<file path="src/rtl/uart_tx_arbiter_if.sv">
// Bundle for the shared UART TX arbiter: requester side and UART side.
// slave  : used by the arbiter itself (answers requests, drives the UART).
// master : used by whatever drives requests and models the UART.
interface uart_tx_arbiter_if #(
    parameter int NUM_REQ    = 4,
    parameter int DATA_WIDTH = 8
);
    localparam int ID_W = $clog2(NUM_REQ);

    logic [NUM_REQ-1:0]            req_valid;
    logic [NUM_REQ*DATA_WIDTH-1:0] req_data;
    logic [NUM_REQ-1:0]            req_par_en;
    logic [NUM_REQ-1:0]            req_par_typ;
    logic [NUM_REQ-1:0]            req_ready;
    logic [NUM_REQ-1:0]            tx_done;
    logic [ID_W-1:0]               grant_id;
    logic                          timeout_err;
    logic [DATA_WIDTH-1:0]         p_data;
    logic                          data_valid;
    logic                          par_en;
    logic                          par_typ;
    logic                          busy;

    modport slave (
        input  req_valid, req_data, req_par_en, req_par_typ, busy,
        output req_ready, tx_done, grant_id, timeout_err,
               p_data, data_valid, par_en, par_typ
    );

    modport master (
        output req_valid, req_data, req_par_en, req_par_typ, busy,
        input  req_ready, tx_done, grant_id, timeout_err,
               p_data, data_valid, par_en, par_typ
    );
endinterface

</file>
<file path="src/rtl/uart_tx_arbiter.sv">
// Round-robin arbiter sharing one UART transmitter among NUM_REQ requesters.
// The winner's byte and parity settings are latched and held for the whole
// frame, since the UART computes parity combinationally from P_DATA.
module uart_tx_arbiter #(
    parameter int NUM_REQ      = 4,
    parameter int DATA_WIDTH   = 8,
    parameter int BUSY_TIMEOUT = 15
) (
    input  logic           clk,
    input  logic           rst,
    uart_tx_arbiter_if.slave bus
);
    localparam int ID_W  = $clog2(NUM_REQ);
    localparam int CNT_W = $clog2(BUSY_TIMEOUT + 1);

    typedef enum logic [1:0] {IDLE, ISSUE, WAIT_BUSY, WAIT_DONE} state_t;

    state_t                  state_q, state_d;
    logic [ID_W-1:0]         rr_q, rr_d;
    logic [ID_W-1:0]         gid_q, gid_d;
    logic [CNT_W-1:0]        cnt_q, cnt_d;
    logic                    err_q, err_d;
    logic [DATA_WIDTH-1:0]   pdata_q, pdata_d;
    logic                    pen_q, pen_d;
    logic                    ptyp_q, ptyp_d;
    logic [NUM_REQ-1:0]      ready_q, ready_d;
    logic [NUM_REQ-1:0]      done_q, done_d;
    logic                    dv_q, dv_d;

    logic [NUM_REQ-1:0][DATA_WIDTH-1:0] lane_data;
    logic                    found;
    logic [ID_W-1:0]         win;
    logic [ID_W-1:0]         idx;

    assign lane_data = bus.req_data;

    // Round-robin search: first valid requester after the last one served.
    always_comb begin
        found = 1'b0;
        win   = '0;
        idx   = '0;
        for (int k = 1; k <= NUM_REQ; k++) begin
            idx = ID_W'((int'(rr_q) + k) % NUM_REQ);
            if (!found && bus.req_valid[idx]) begin
                found = 1'b1;
                win   = idx;
            end
        end
    end

    // Next-state and next-output logic; every output is registered.
    always_comb begin
        state_d = state_q;
        rr_d    = rr_q;
        gid_d   = gid_q;
        cnt_d   = cnt_q;
        err_d   = err_q;
        pdata_d = pdata_q;
        pen_d   = pen_q;
        ptyp_d  = ptyp_q;
        ready_d = '0;
        done_d  = '0;
        dv_d    = 1'b0;
        case (state_q)
            IDLE: begin
                // BUSY high here means the UART is in use elsewhere: hold off.
                if (found && !bus.busy) begin
                    pdata_d      = lane_data[win];
                    pen_d        = bus.req_par_en[win];
                    ptyp_d       = bus.req_par_typ[win];
                    ready_d[win] = 1'b1;
                    gid_d        = win;
                    state_d      = ISSUE;
                end
            end
            ISSUE: begin
                dv_d    = 1'b1;
                cnt_d   = '0;
                state_d = WAIT_BUSY;
            end
            WAIT_BUSY: begin
                // A low BUSY here only means the frame has not started yet.
                if (bus.busy) begin
                    state_d = WAIT_DONE;
                end else if (cnt_q == CNT_W'(BUSY_TIMEOUT - 1)) begin
                    err_d   = 1'b1;
                    rr_d    = gid_q;
                    state_d = IDLE;
                end else begin
                    cnt_d = cnt_q + 1'b1;
                end
            end
            WAIT_DONE: begin
                if (!bus.busy) begin
                    done_d[gid_q] = 1'b1;
                    rr_d          = gid_q;
                    state_d       = IDLE;
                end
            end
            default: state_d = IDLE;
        endcase
    end

    // State and output registers; rr starts at the top index so req0 wins first.
    always_ff @(posedge clk or posedge rst) begin
        if (rst) begin
            state_q <= IDLE;
            rr_q    <= ID_W'(NUM_REQ - 1);
            gid_q   <= '0;
            cnt_q   <= '0;
            err_q   <= 1'b0;
            pdata_q <= '0;
            pen_q   <= 1'b0;
            ptyp_q  <= 1'b0;
            ready_q <= '0;
            done_q  <= '0;
            dv_q    <= 1'b0;
        end else begin
            state_q <= state_d;
            rr_q    <= rr_d;
            gid_q   <= gid_d;
            cnt_q   <= cnt_d;
            err_q   <= err_d;
            pdata_q <= pdata_d;
            pen_q   <= pen_d;
            ptyp_q  <= ptyp_d;
            ready_q <= ready_d;
            done_q  <= done_d;
            dv_q    <= dv_d;
        end
    end

    assign bus.req_ready   = ready_q;
    assign bus.tx_done     = done_q;
    assign bus.grant_id    = gid_q;
    assign bus.timeout_err = err_q;
    assign bus.p_data      = pdata_q;
    assign bus.data_valid  = dv_q;
    assign bus.par_en      = pen_q;
    assign bus.par_typ     = ptyp_q;
endmodule
</file>
<file path="src/flat_wrapper.sv">
// flat-port wrapper written by rule: the top's interface ports become plain ports
module uart_tx_arbiter_flat 
#(
    parameter int NUM_REQ      = 4,
    parameter int DATA_WIDTH   = 8,
    parameter int BUSY_TIMEOUT = 15
)
  (clk, rst, bus_req_valid, bus_req_data, bus_req_par_en, bus_req_par_typ, bus_busy, bus_req_ready, bus_tx_done, bus_grant_id, bus_timeout_err, bus_p_data, bus_data_valid, bus_par_en, bus_par_typ);
  uart_tx_arbiter_if #(.NUM_REQ(NUM_REQ), .DATA_WIDTH(DATA_WIDTH)) bus_i ();
  input  logic clk;
  input  logic rst;
  input wire logic [$bits(bus_i.req_valid)-1:0] bus_req_valid;
  input wire logic [$bits(bus_i.req_data)-1:0] bus_req_data;
  input wire logic [$bits(bus_i.req_par_en)-1:0] bus_req_par_en;
  input wire logic [$bits(bus_i.req_par_typ)-1:0] bus_req_par_typ;
  input wire logic [$bits(bus_i.busy)-1:0] bus_busy;
  output wire logic [$bits(bus_i.req_ready)-1:0] bus_req_ready;
  output wire logic [$bits(bus_i.tx_done)-1:0] bus_tx_done;
  output wire logic [$bits(bus_i.grant_id)-1:0] bus_grant_id;
  output wire logic [$bits(bus_i.timeout_err)-1:0] bus_timeout_err;
  output wire logic [$bits(bus_i.p_data)-1:0] bus_p_data;
  output wire logic [$bits(bus_i.data_valid)-1:0] bus_data_valid;
  output wire logic [$bits(bus_i.par_en)-1:0] bus_par_en;
  output wire logic [$bits(bus_i.par_typ)-1:0] bus_par_typ;
  assign bus_i.req_valid = bus_req_valid;
  assign bus_i.req_data = bus_req_data;
  assign bus_i.req_par_en = bus_req_par_en;
  assign bus_i.req_par_typ = bus_req_par_typ;
  assign bus_i.busy = bus_busy;
  assign bus_req_ready = bus_i.req_ready;
  assign bus_tx_done = bus_i.tx_done;
  assign bus_grant_id = bus_i.grant_id;
  assign bus_timeout_err = bus_i.timeout_err;
  assign bus_p_data = bus_i.p_data;
  assign bus_data_valid = bus_i.data_valid;
  assign bus_par_en = bus_i.par_en;
  assign bus_par_typ = bus_i.par_typ;
  uart_tx_arbiter #(.NUM_REQ(NUM_REQ), .DATA_WIDTH(DATA_WIDTH), .BUSY_TIMEOUT(BUSY_TIMEOUT)) u_core (.clk(clk), .rst(rst), .bus(bus_i));
endmodule
</file>
<file path="config.mk">
export PLATFORM = sky130hd
export DESIGN_NAME = uart_tx_arbiter_flat
export DESIGN_NICKNAME = d
export VERILOG_FILES = /design/src/rtl/uart_tx_arbiter_if.sv /design/src/rtl/uart_tx_arbiter.sv /design/src/flat_wrapper.sv
export SDC_FILE = /design/constraint.sdc
export NUM_CORES = 1
export LEC_CHECK = 0
export CAP_MARGIN = 25
export CORE_UTILIZATION = 45
export CTS_BUF_LIST = sky130_fd_sc_hd__clkbuf_16
export DETAILED_ROUTE_END_ITERATION = 10
export PLACE_DENSITY_LB_ADDON = 0.3
export SLEW_MARGIN = 20
export SYNTH_ARGS = -nofsm -noshare
export SYNTH_HDL_FRONTEND = slang
export SYNTH_SLANG_ARGS = --single-unit
</file>
<file path="constraint.sdc">
create_clock -name clk -period 4.17 [get_ports clk]
set_input_delay 0.417 -clock clk [delete_from_list [all_inputs] [get_ports clk]]
set_output_delay 0.417 -clock clk [all_outputs]
set_load 0.1 [all_outputs]
</file>
After elaboration in Yosys (flattened, before gate mapping)
Cells that the tools add are included.
W data, S select, Z words.
- flip-flop bits (word level): 30
- logic and storage cells: 96
- bits of input ports: 47
- equal/unequal tests: 10
- multiplexer cells: 43
- bitwise gates (word level): 1
- reduce and logical (&&, ||, !) cells: 18
- add/subtract/negate cells: 5
- magnitude comparators: 8
- operators by type and width (kind ; number):
    $mux W4 ; 6
    $mux W2 ; 11
    $lt A2 B3 Y1 const B ; 6
    $bmux W8 S2 ; 1
    $mux W1 ; 13
    $bmux W1 S2 ; 6
    $reduce_and A3 Y1 ; 3
    $mux W8 ; 1
    $pmux W2 S4 ; 1
    $pmux W4 S2 ; 1
    $logic_and A1 B1 Y1 ; 6
    $ne A2 B2 Y1 const B ; 3
    $add A2 B1 Y2 const B ; 2
    $add A2 B2 Y2 const B ; 2
    $add A4 B1 Y4 const B ; 1
    $demux W1 S2 ; 2
    $eq A2 B2 Y1 const B ; 2
    $eq A4 B4 Y1 const B ; 1
    $ge A2 B1 Y1 const B ; 2
    $logic_not A1 Y1 ; 4
    $ne A2 B1 Y1 const B ; 2
    $pmux W2 S2 ; 1
    $reduce_and A4 Y1 ; 1
    $reduce_bool A2 Y1 ; 2
    5 further kinds ; 5

Depth between registers and ports, before layout
- depth in word-level cells: 19
- gate-level depth with buffers: 7
- depth with buffers taken out: 7

Worst setup path before layout
OpenSTA, ideal clock, no wires.
- path kind: register -> register
- start point: register u_core.rr_q[1]
- end point: register u_core.pdata_q[5] (netlist: u_core.bus.p_data[5])
- arrival: 1.680 ns
- stages on the path, launching flop included: 8
- clock period less this slack: 1.810 ns
- path slack: 2.360 ns
- library setup time: 0.129 ns
- path through: dfstp_2 buf_2 mux2i_1 o22ai_1 or2_2 buf_6 a211oi_1 a211oi_1
- word-level cells in the longest chain between the ends: 15
- elaborated cells between the ends (all ways): 30
- those cells by class: 4 x add/sub; 18 x mux; 8 x reduce/logical
- ends and longest elaborated chain (what ; RTL line ; RTL):
    start, declared ; uart_tx_arbiter.sv:19 ; logic [ID_W-1:0] rr_q, rr_d;
    start signal, assigned ; uart_tx_arbiter.sv:108 ; rr_q <= ID_W'(NUM_REQ - 1);
    start signal, assigned ; uart_tx_arbiter.sv:120 ; rr_q <= rr_d;
    $add A2 B1 Y2 ; uart_tx_arbiter.sv:43 ; idx = ID_W'((int'(rr_q) + k) % NUM_REQ);
    $bmux W1 S2 ; uart_tx_arbiter.sv:44 ; if (!found && bus.req_valid[idx]) begin
    $mux W1 (implied by the code) ; uart_tx_arbiter.sv:44 ;
    $mux W1 ; uart_tx_arbiter.sv:44 ;
    $logic_not A1 Y1 ; uart_tx_arbiter.sv:44 ;
    $logic_and A1 B1 Y1 ; uart_tx_arbiter.sv:44 ;
    $mux W1 ; uart_tx_arbiter.sv:44 ;
    $logic_not A1 Y1 ; uart_tx_arbiter.sv:44 ;
    $logic_and A1 B1 Y1 ; uart_tx_arbiter.sv:44 ;
    $mux W1 ; uart_tx_arbiter.sv:44 ;
    $logic_not A1 Y1 ; uart_tx_arbiter.sv:44 ;
    $logic_and A1 B1 Y1 ; uart_tx_arbiter.sv:44 ;
    $mux W2 / $mux W1 (equally long branches) ; uart_tx_arbiter.sv:44 ;
    $bmux W8 S2 / $logic_and A1 B1 Y1 (equally long branches) ; uart_tx_arbiter.sv:68, uart_tx_arbiter.sv:67 ;
    $mux W8 (implied by the code) / $reduce_and A2 Y1 (equally long branches) ; -- ;
    end signal, assigned ; uart_tx_arbiter.sv:124 ; pdata_q <= pdata_d;
    end, declared ; uart_tx_arbiter.sv:23 ; logic [DATA_WIDTH-1:0] pdata_q, pdata_d;
Several ways; a longest one is shown, not always the timed one. The select of a mux whose other input is x is not followed.
A chain may end at the register's enable or synchronous reset.

Final worst setup path
- start point: input port bus_req_valid[3]
- end point: register u_core.pdata_q[5] (netlist: u_core.bus.p_data[5])
- word-level cells in the longest chain between the ends: 14
- elaborated cells between the ends (all ways): 26
- those cells by class: 18 x mux; 8 x reduce/logical
- ends and longest elaborated chain (what ; RTL line ; RTL):
    start, declared ; flat_wrapper.sv:12 ; input wire logic [$bits(bus_i.req_valid)-1:0] bus_req_valid;
    $bmux W1 S2 ; uart_tx_arbiter.sv:44 ;
    $mux W1 (implied by the code) ; uart_tx_arbiter.sv:44 ;
    $mux W1 ; uart_tx_arbiter.sv:44 ;
    $logic_not A1 Y1 ; uart_tx_arbiter.sv:44 ;
    $logic_and A1 B1 Y1 ; uart_tx_arbiter.sv:44 ;
    $mux W1 ; uart_tx_arbiter.sv:44 ;
    $logic_not A1 Y1 ; uart_tx_arbiter.sv:44 ;
    $logic_and A1 B1 Y1 ; uart_tx_arbiter.sv:44 ;
    $mux W1 ; uart_tx_arbiter.sv:44 ;
    $logic_not A1 Y1 ; uart_tx_arbiter.sv:44 ;
    $logic_and A1 B1 Y1 ; uart_tx_arbiter.sv:44 ;
    $mux W2 / $mux W1 (equally long branches) ; uart_tx_arbiter.sv:44 ;
    $bmux W8 S2 / $logic_and A1 B1 Y1 (equally long branches) ; uart_tx_arbiter.sv:68, uart_tx_arbiter.sv:67 ;
    $mux W8 (implied by the code) / $reduce_and A2 Y1 (equally long branches) ; -- ;
Several ways; a longest one is shown, not always the timed one. The select of a mux whose other input is x is not followed.

==> summary.txt <==
Drt
  • Vias per Instance: 5.349
  • Initial detailed-routing violation count: 92
  • Vias: 1439
  • Final wirelength: 4.005 mm
  • Final antenna-violating net count: 0
  • Post-detailed-route wirelength per cell: 14.89 um
  • DRC: 0
  • Initial DRT Pass Iterations: 4

Layout
  • Commonest non-fill, non-tap cell in the layout: clkdlybuf4s50_1
  • Ant diodes: 0
  • Fin cells: 269
  • Commonest non-fill, non-tap cells in the layout: clkdlybuf4s50_1 (68), dfrtp_1 (28), nor2_1 (22), a211oi_1 (12), mux2i_1 (11)
  • Area Growth Syn to Fin: 53.97%
  • Number of fillers in the final layout: 226
  • Final Net Count: 271
  • Layout cells sized above 1: 11.66%

Worst setup path
  • Crit Path Class: in2reg
  • Family with the most delay on the worst path: compound AO/OA/AOI/OAI gates
  • Critical path, cell by cell: clkdlybuf4s50_1 -> a21bo_2 -> a21oi_1 -> nor2_2 -> mux2i_1 -> a211oi_1
  • CP Launch Type: input pin
  • Critical Path Fanout Max: 12
  • Worst Path Arrival: 2.76 ns
  • Req. time, crit path: 4.34 ns
  • Worst path max stage delay: 0.74 ns
  • Setup crit end kind: register
  • Crit path max-delay cell type: a21oi_1
  • WP buf/inv: 1

Global route
  • Initial antenna violation count: 0
  • Total gr overflow: 0
  • Met2 Use GR: 39.32%
  • Largest net degree at the start of global routing: 19
  • Vias in the first global route: 1441
  • Grt peak-use layer: met2
  • Met1 usage: 28.29%
  • Met3 Use GR: 5.383%
  • GRT Util Overall: 23.65%
  • First-pass GRT wire length: 6.327 mm

Synth
  • Post-synth EDFFs: 0
  • Asr flop ratio synth: 100.0%
  • Synth Area per Inst: 10.57 um^2
  • Seq/Total Area, Yosys: 46.88%
  • Syn. warnings: 0
  • Synth cell types: 35
  • Synth Instances: 152
  • Post-Syn Area: 1607 um^2
  • Top FF cell, synth: dfrtp_1
  • Yosys reg bits: 30
  • Synth Net Count: 201

STA
  • Slew Viols, Final: 0
  • Achievable Freq: 386.0 MHz
  • TNS Setup: 0 ns
  • Normalized max-slew margin: 35.00%
  • Tightest Pin Transition: 0.9720 ns
  • Period minus WS final: 2.590 ns
  • Clock skew: 0.002039 ns
  • RSZ-0062 raised after global routing: false
  • Final setup viols: 0
  • Final hold vios: 0
  • Final period util: 62.12%

Clocking
  • Cts bufs inserted: 5
  • Later-pin clock latency in the skew report: 0.27 ns
  • CTS Hold Bufs: 0
  • Root Buffer: clkbuf_16
  • Max Root-Sink Buffers: 2
  • H-tree depth: 2
  • CTS clock-pin slew for the worst setup and hold paths: 0.05 ns
  • Clock sinks: 30
  • Post CTS Setup Buffer Count: 0
  • Resized cells post-CTS: 0
  • TritonCTS clock tree: yes

Hold path
  • Worst hold path class: in2async

Floorplanning
  • Effective utilization at floorplan: 47.40%
  • Chip Width: 61.75 um
  • DIE HEIGHT: 61.75 um
  • Core box area: 3390 um^2
  • Top Ports: 69
  • Die area: 3813 um^2
  • # rows: 21

Power
  • Net Sw Power: 0.9681 mW
  • Maximum vdd drop: 0.4307 mV
  • Power density over cell area: 757.3 nW/um^2
  • Clock share of power: 18.0%
  • Sequential power share: 26.1%
  • Pleak: 1.024 nW
  • Switching share of power: 51.68%
  • Internal power: 0.9051 mW
  • Combinational power share: 55.9%

Placed design
  • Placed Cells: 260
  • Port buffer count: 68
  • Post-DP HPWL: 3.021 mm
  • Placer Congestion: 0.7902

Status
  • Status: completed

Run
  • Max cap viols: 0
==> cell families after synthesis <==
group | count (synthesis) | share of synthesized area [%]
adder cells (fa/ha/maj) | 2 | 1.557
AO/OA/AOI/OAI | 38 | 20.64
XOR/XNOR | 2 | 1.091
buffers and inverters | 15 | 5.062
AND/OR/NAND/NOR | 53 | 17.21
flip-flops | 30 | 46.88
multiplexers | 12 | 7.555
==> worst paths after layout <==
check                                       start                 endpoint  slack (ns)  depth (start not counted)
max                              bus_req_valid[3]     u_core.bus.p_data[5]        1.58                          6
min                                           rst          u_core.cnt_q[0]        0.50                          2
max reg2reg                        u_core.rr_q[1]     u_core.bus.p_data[5]        1.90                          5
min reg2reg                u_core.bus.grant_id[1]    u_core.bus.tx_done[0]        0.52                          1
max in group asynchronous                     rst  u_core.bus.req_ready[0]        3.18                          3
min in group clk           u_core.bus.grant_id[1]    u_core.bus.tx_done[0]        0.52                          1
==> state kept, by name, summed over array words and instances (netlist names) <==
| signal | count |
|---|---|
| u_core.bus.p_data | 8 |
| u_core.bus.req_ready | 4 |
| u_core.bus.tx_done | 4 |
| u_core.cnt_q | 4 |
| u_core.bus.grant_id | 2 |
| u_core.rr_q | 2 |
| u_core.state_q | 2 |
| u_core.bus.data_valid | 1 |
| u_core.bus.par_en | 1 |
| u_core.bus.par_typ | 1 |
| u_core.bus.timeout_err | 1 |
==> cells in the mapped netlist, types with 2 or more instances <==
cell type / instances / area, um^2
xor2_1: 2 / 17.52
inv_1: 7 / 26.28
nand2_1: 5 / 18.77
a211oi_1: 12 / 90.09
a31oi_1: 3 / 18.77
mux2i_1: 11 / 110.1
dfrtp_1: 28 / 700.7
nor3_1: 4 / 20.02
o22ai_1: 2 / 12.51
buf_2: 5 / 25.02
a21oi_1: 2 / 10.01
buf_6: 2 / 22.52
nand2b_1: 2 / 12.51
o21ai_0: 5 / 25.02
dfstp_2: 2 / 52.55
ha_1: 2 / 25.02
nor2b_1: 3 / 18.77
nor2_1: 22 / 82.58
a211oi_2: 8 / 100.1
nor3b_1: 10 / 75.07
==> routing by layer <==
| metal | vias up | part of all wire (%) |
|---|---|---|
| met5 | - | 0 |
| met4 | 0 | 2.2 |
| met3 | 9 | 6.3 |
| met2 | 69 | 52 |
| met1 | 678 | 40 |
| li1 | 683 | - |
==> power by group through the flow <==
stage | registers, mW | clock network (mW) | logic [mW]
after floorplan | 0.966 | 0 | 0.309
after detailed placement | 0.488 | 0 | 1.04
after CTS | 0.487 | 0.344 | 1.04
after global routing | 0.501 | 0.358 | 1.11
final | 0.488 | 0.338 | 1.05
after global placement | 0.484 | 0 | 1.02
==> worst register-to-register path, delay by kind of cell, from the launching register on <==
family	cells	cell delay, ns
compound gates	3	1.21
mux	1	0.21
flops	1	0.40
simple gates	1	0.34
==> stage by stage <==
step | instance area [um^2] | util (%) | setup WS [ns] | total power, mW | hold WS (ns)
5_1_grt | 2474 | 72.98 | 1.407 | 1.964 | 0.5355
3_3_place_gp | 2297 | 67.77 | 1.462 | 1.500 | 0.4566
3_5_place_dp | 2325 | 68.59 | 1.298 | 1.529 | 0.5048
4_1_cts | 2466 | 72.76 | 1.585 | 1.873 | 0.5125
6_report | 2474 | 72.98 | 1.580 | 1.873 | 0.5029
2_1_floorplan | 1607 | - | 2.360 | 1.275 | 0.5063
==> area by class of cell <==
type                    instances  area [um^2]  area share (%)
multi-input cells             107        772.0           31.21
flip-flops and latches         30        753.2           30.45
repair buffers                 71        723.2           29.24
clock buffers                   5        125.1           5.058
well taps                      46        57.56           2.327
inverters                       7        26.28           1.062
clock inverters                 3        16.27          0.6576
(Power assumes the default switching activity.)
==> RTL edit (same settings) <==
Reset style: synchronous (`rst`), changed in one clocked block.
--- a/src/rtl/uart_tx_arbiter.sv
+++ b/src/rtl/uart_tx_arbiter.sv
@@ -102,7 +102,7 @@
     end
 
     // State and output registers; rr starts at the top index so req0 wins first.
-    always_ff @(posedge clk or posedge rst) begin
+    always_ff @(posedge clk) begin
         if (rst) begin
             state_q <= IDLE;
             rr_q    <= ID_W'(NUM_REQ - 1);
Check against the original RTL: differs if rst is asserted again (counterexample within 4 cycles, from zero or initial values and one cycle with rst high); with rst held inactive, the same outputs for 10 cycles.
==> RTL edit against the original RTL <==
Critical path depth down 1. Sequential cell count unchanged. Routed wire length up 7.8%. Fmax down 2.9%. Via count up 11%. First-iteration DRC count up 6.5%. Design area down 1.6%. Cell count up 5.6%. Setup slack worse by 76 ps. Synthesized area up 4.0%. Highest routed layer unchanged.
Power is not compared: it rests on default switching activity, and its combinational part moved more than twofold at a synthesized area within 25%.
==> RTL edit: results (changes against the original RTL) <==
[metrics] pin count of the biggest net entering global routing: 28 (+9)
[metrics] final standard cell count with taps included and fillers excluded: 284 (+5.6%)
[metrics] worst r2r path cells: 4 (-1)
[metrics] Synth Area per Inst: 9.34 µm² (-12%)
[metrics] xor/xnor share of the synthesized area: 1.05% (-0.042 points)
[metrics] number of DRC markers after the initial detailed-route iteration: 98 (+6.5%)
[metrics] Non-clock buffer share: 27.8% (-1.5 points)
[metrics] capture point of the critical path: u_core.bus.par_en
[metrics] area fraction in compound gates after synthesis: 32.6% (+12 points)
[metrics] via count of the first global-routing pass: 1535 (+6.5%)
[metrics] reg-to-reg slack, setup: 2030 ps (+130 ps)
[metrics] total non-filler cell area in the finished layout: 2430 µm² (-1.6%)
[metrics] met2 routed wirelength: 2300 µm (+11%)
[metrics] worst-path cell with the longest stage delay: clkdlybuf4s50_1
[metrics] non-clock buffer total of the final layout: 68 (-4.2%)
[metrics] primary flip-flop cell chosen by synthesis mapping: dfxtp_1
[metrics] Critical Path Fanout Max: 24 (+12)
[metrics] global-route track usage on met3: 7.30% (+1.9 points)
[metrics] adder-cell share of the synthesized area: 1.50% (-0.061 points)
[metrics] area occupied by multi-input gates: 948 µm² (+23%)
[metrics] post-route fraction of the period consumed by the critical path: 63.9% (+1.8 points)
[metrics] Worst Clk Skew: 1.96 ps (-0.0832 ps)
[metrics] fraction of final layout cells sized beyond drive strength 1: 10.5% (-1.2 points)
[metrics] worst reg2reg endpoint: u_core.bus.p_data[1]
[metrics] portion of the post-synthesis area used by sequential elements: 35.9% (-11 points)
[metrics] clk tree area frac: 5.45% (-0.27 points)
[metrics] arrival time worst endpoint: 2850 ps (+90 ps)
[metrics] worst hold path type: reg -> reg
[metrics] worst hold slack after final layout: 467 ps (-36.2 ps)
[metrics] filler instances: 279 (+23%)
[metrics] non-clock inverter total of the final layout: 5 (-2)
[metrics] NumNets Final: 287 (+5.9%)
[metrics] wire length on met1: 1760 µm (+11%)
[metrics] result of the run: finished, final reports clean
## RTL edit: cell count changes in the layout (fill, tap and decap cells not counted), moves of 5 or more
| cell | unedited run | this run |
|---|---|---|
| a311oi_1 | 0 | 6 |
| a221oi_2 | 0 | 5 |
| a311oi_2 | 0 | 5 |
| dfxtp_1 | 0 | 30 |
| dfrtp_1 | 28 | 0 |
| o211ai_1 | 0 | 11 |
| mux2i_1 | 11 | 3 |
| nor3b_1 | 10 | 4 |
| a221oi_1 | 0 | 5 |
| a211oi_1 | 12 | 0 |
| nand2_1 | 5 | 16 |
| a211oi_2 | 8 | 0 |
## RTL edit: logic make-up after synthesis
| logic type | Yosys count |
|---|---|
| AO/OA/AOI/OAI | 55 |
| XOR/XNOR | 2 |
| adder cells (fa/ha/maj) | 2 |
| buffers and inverters | 21 |
| flip-flops | 30 |
| multiplexers | 3 |
| AND/OR/NAND/NOR | 66 |
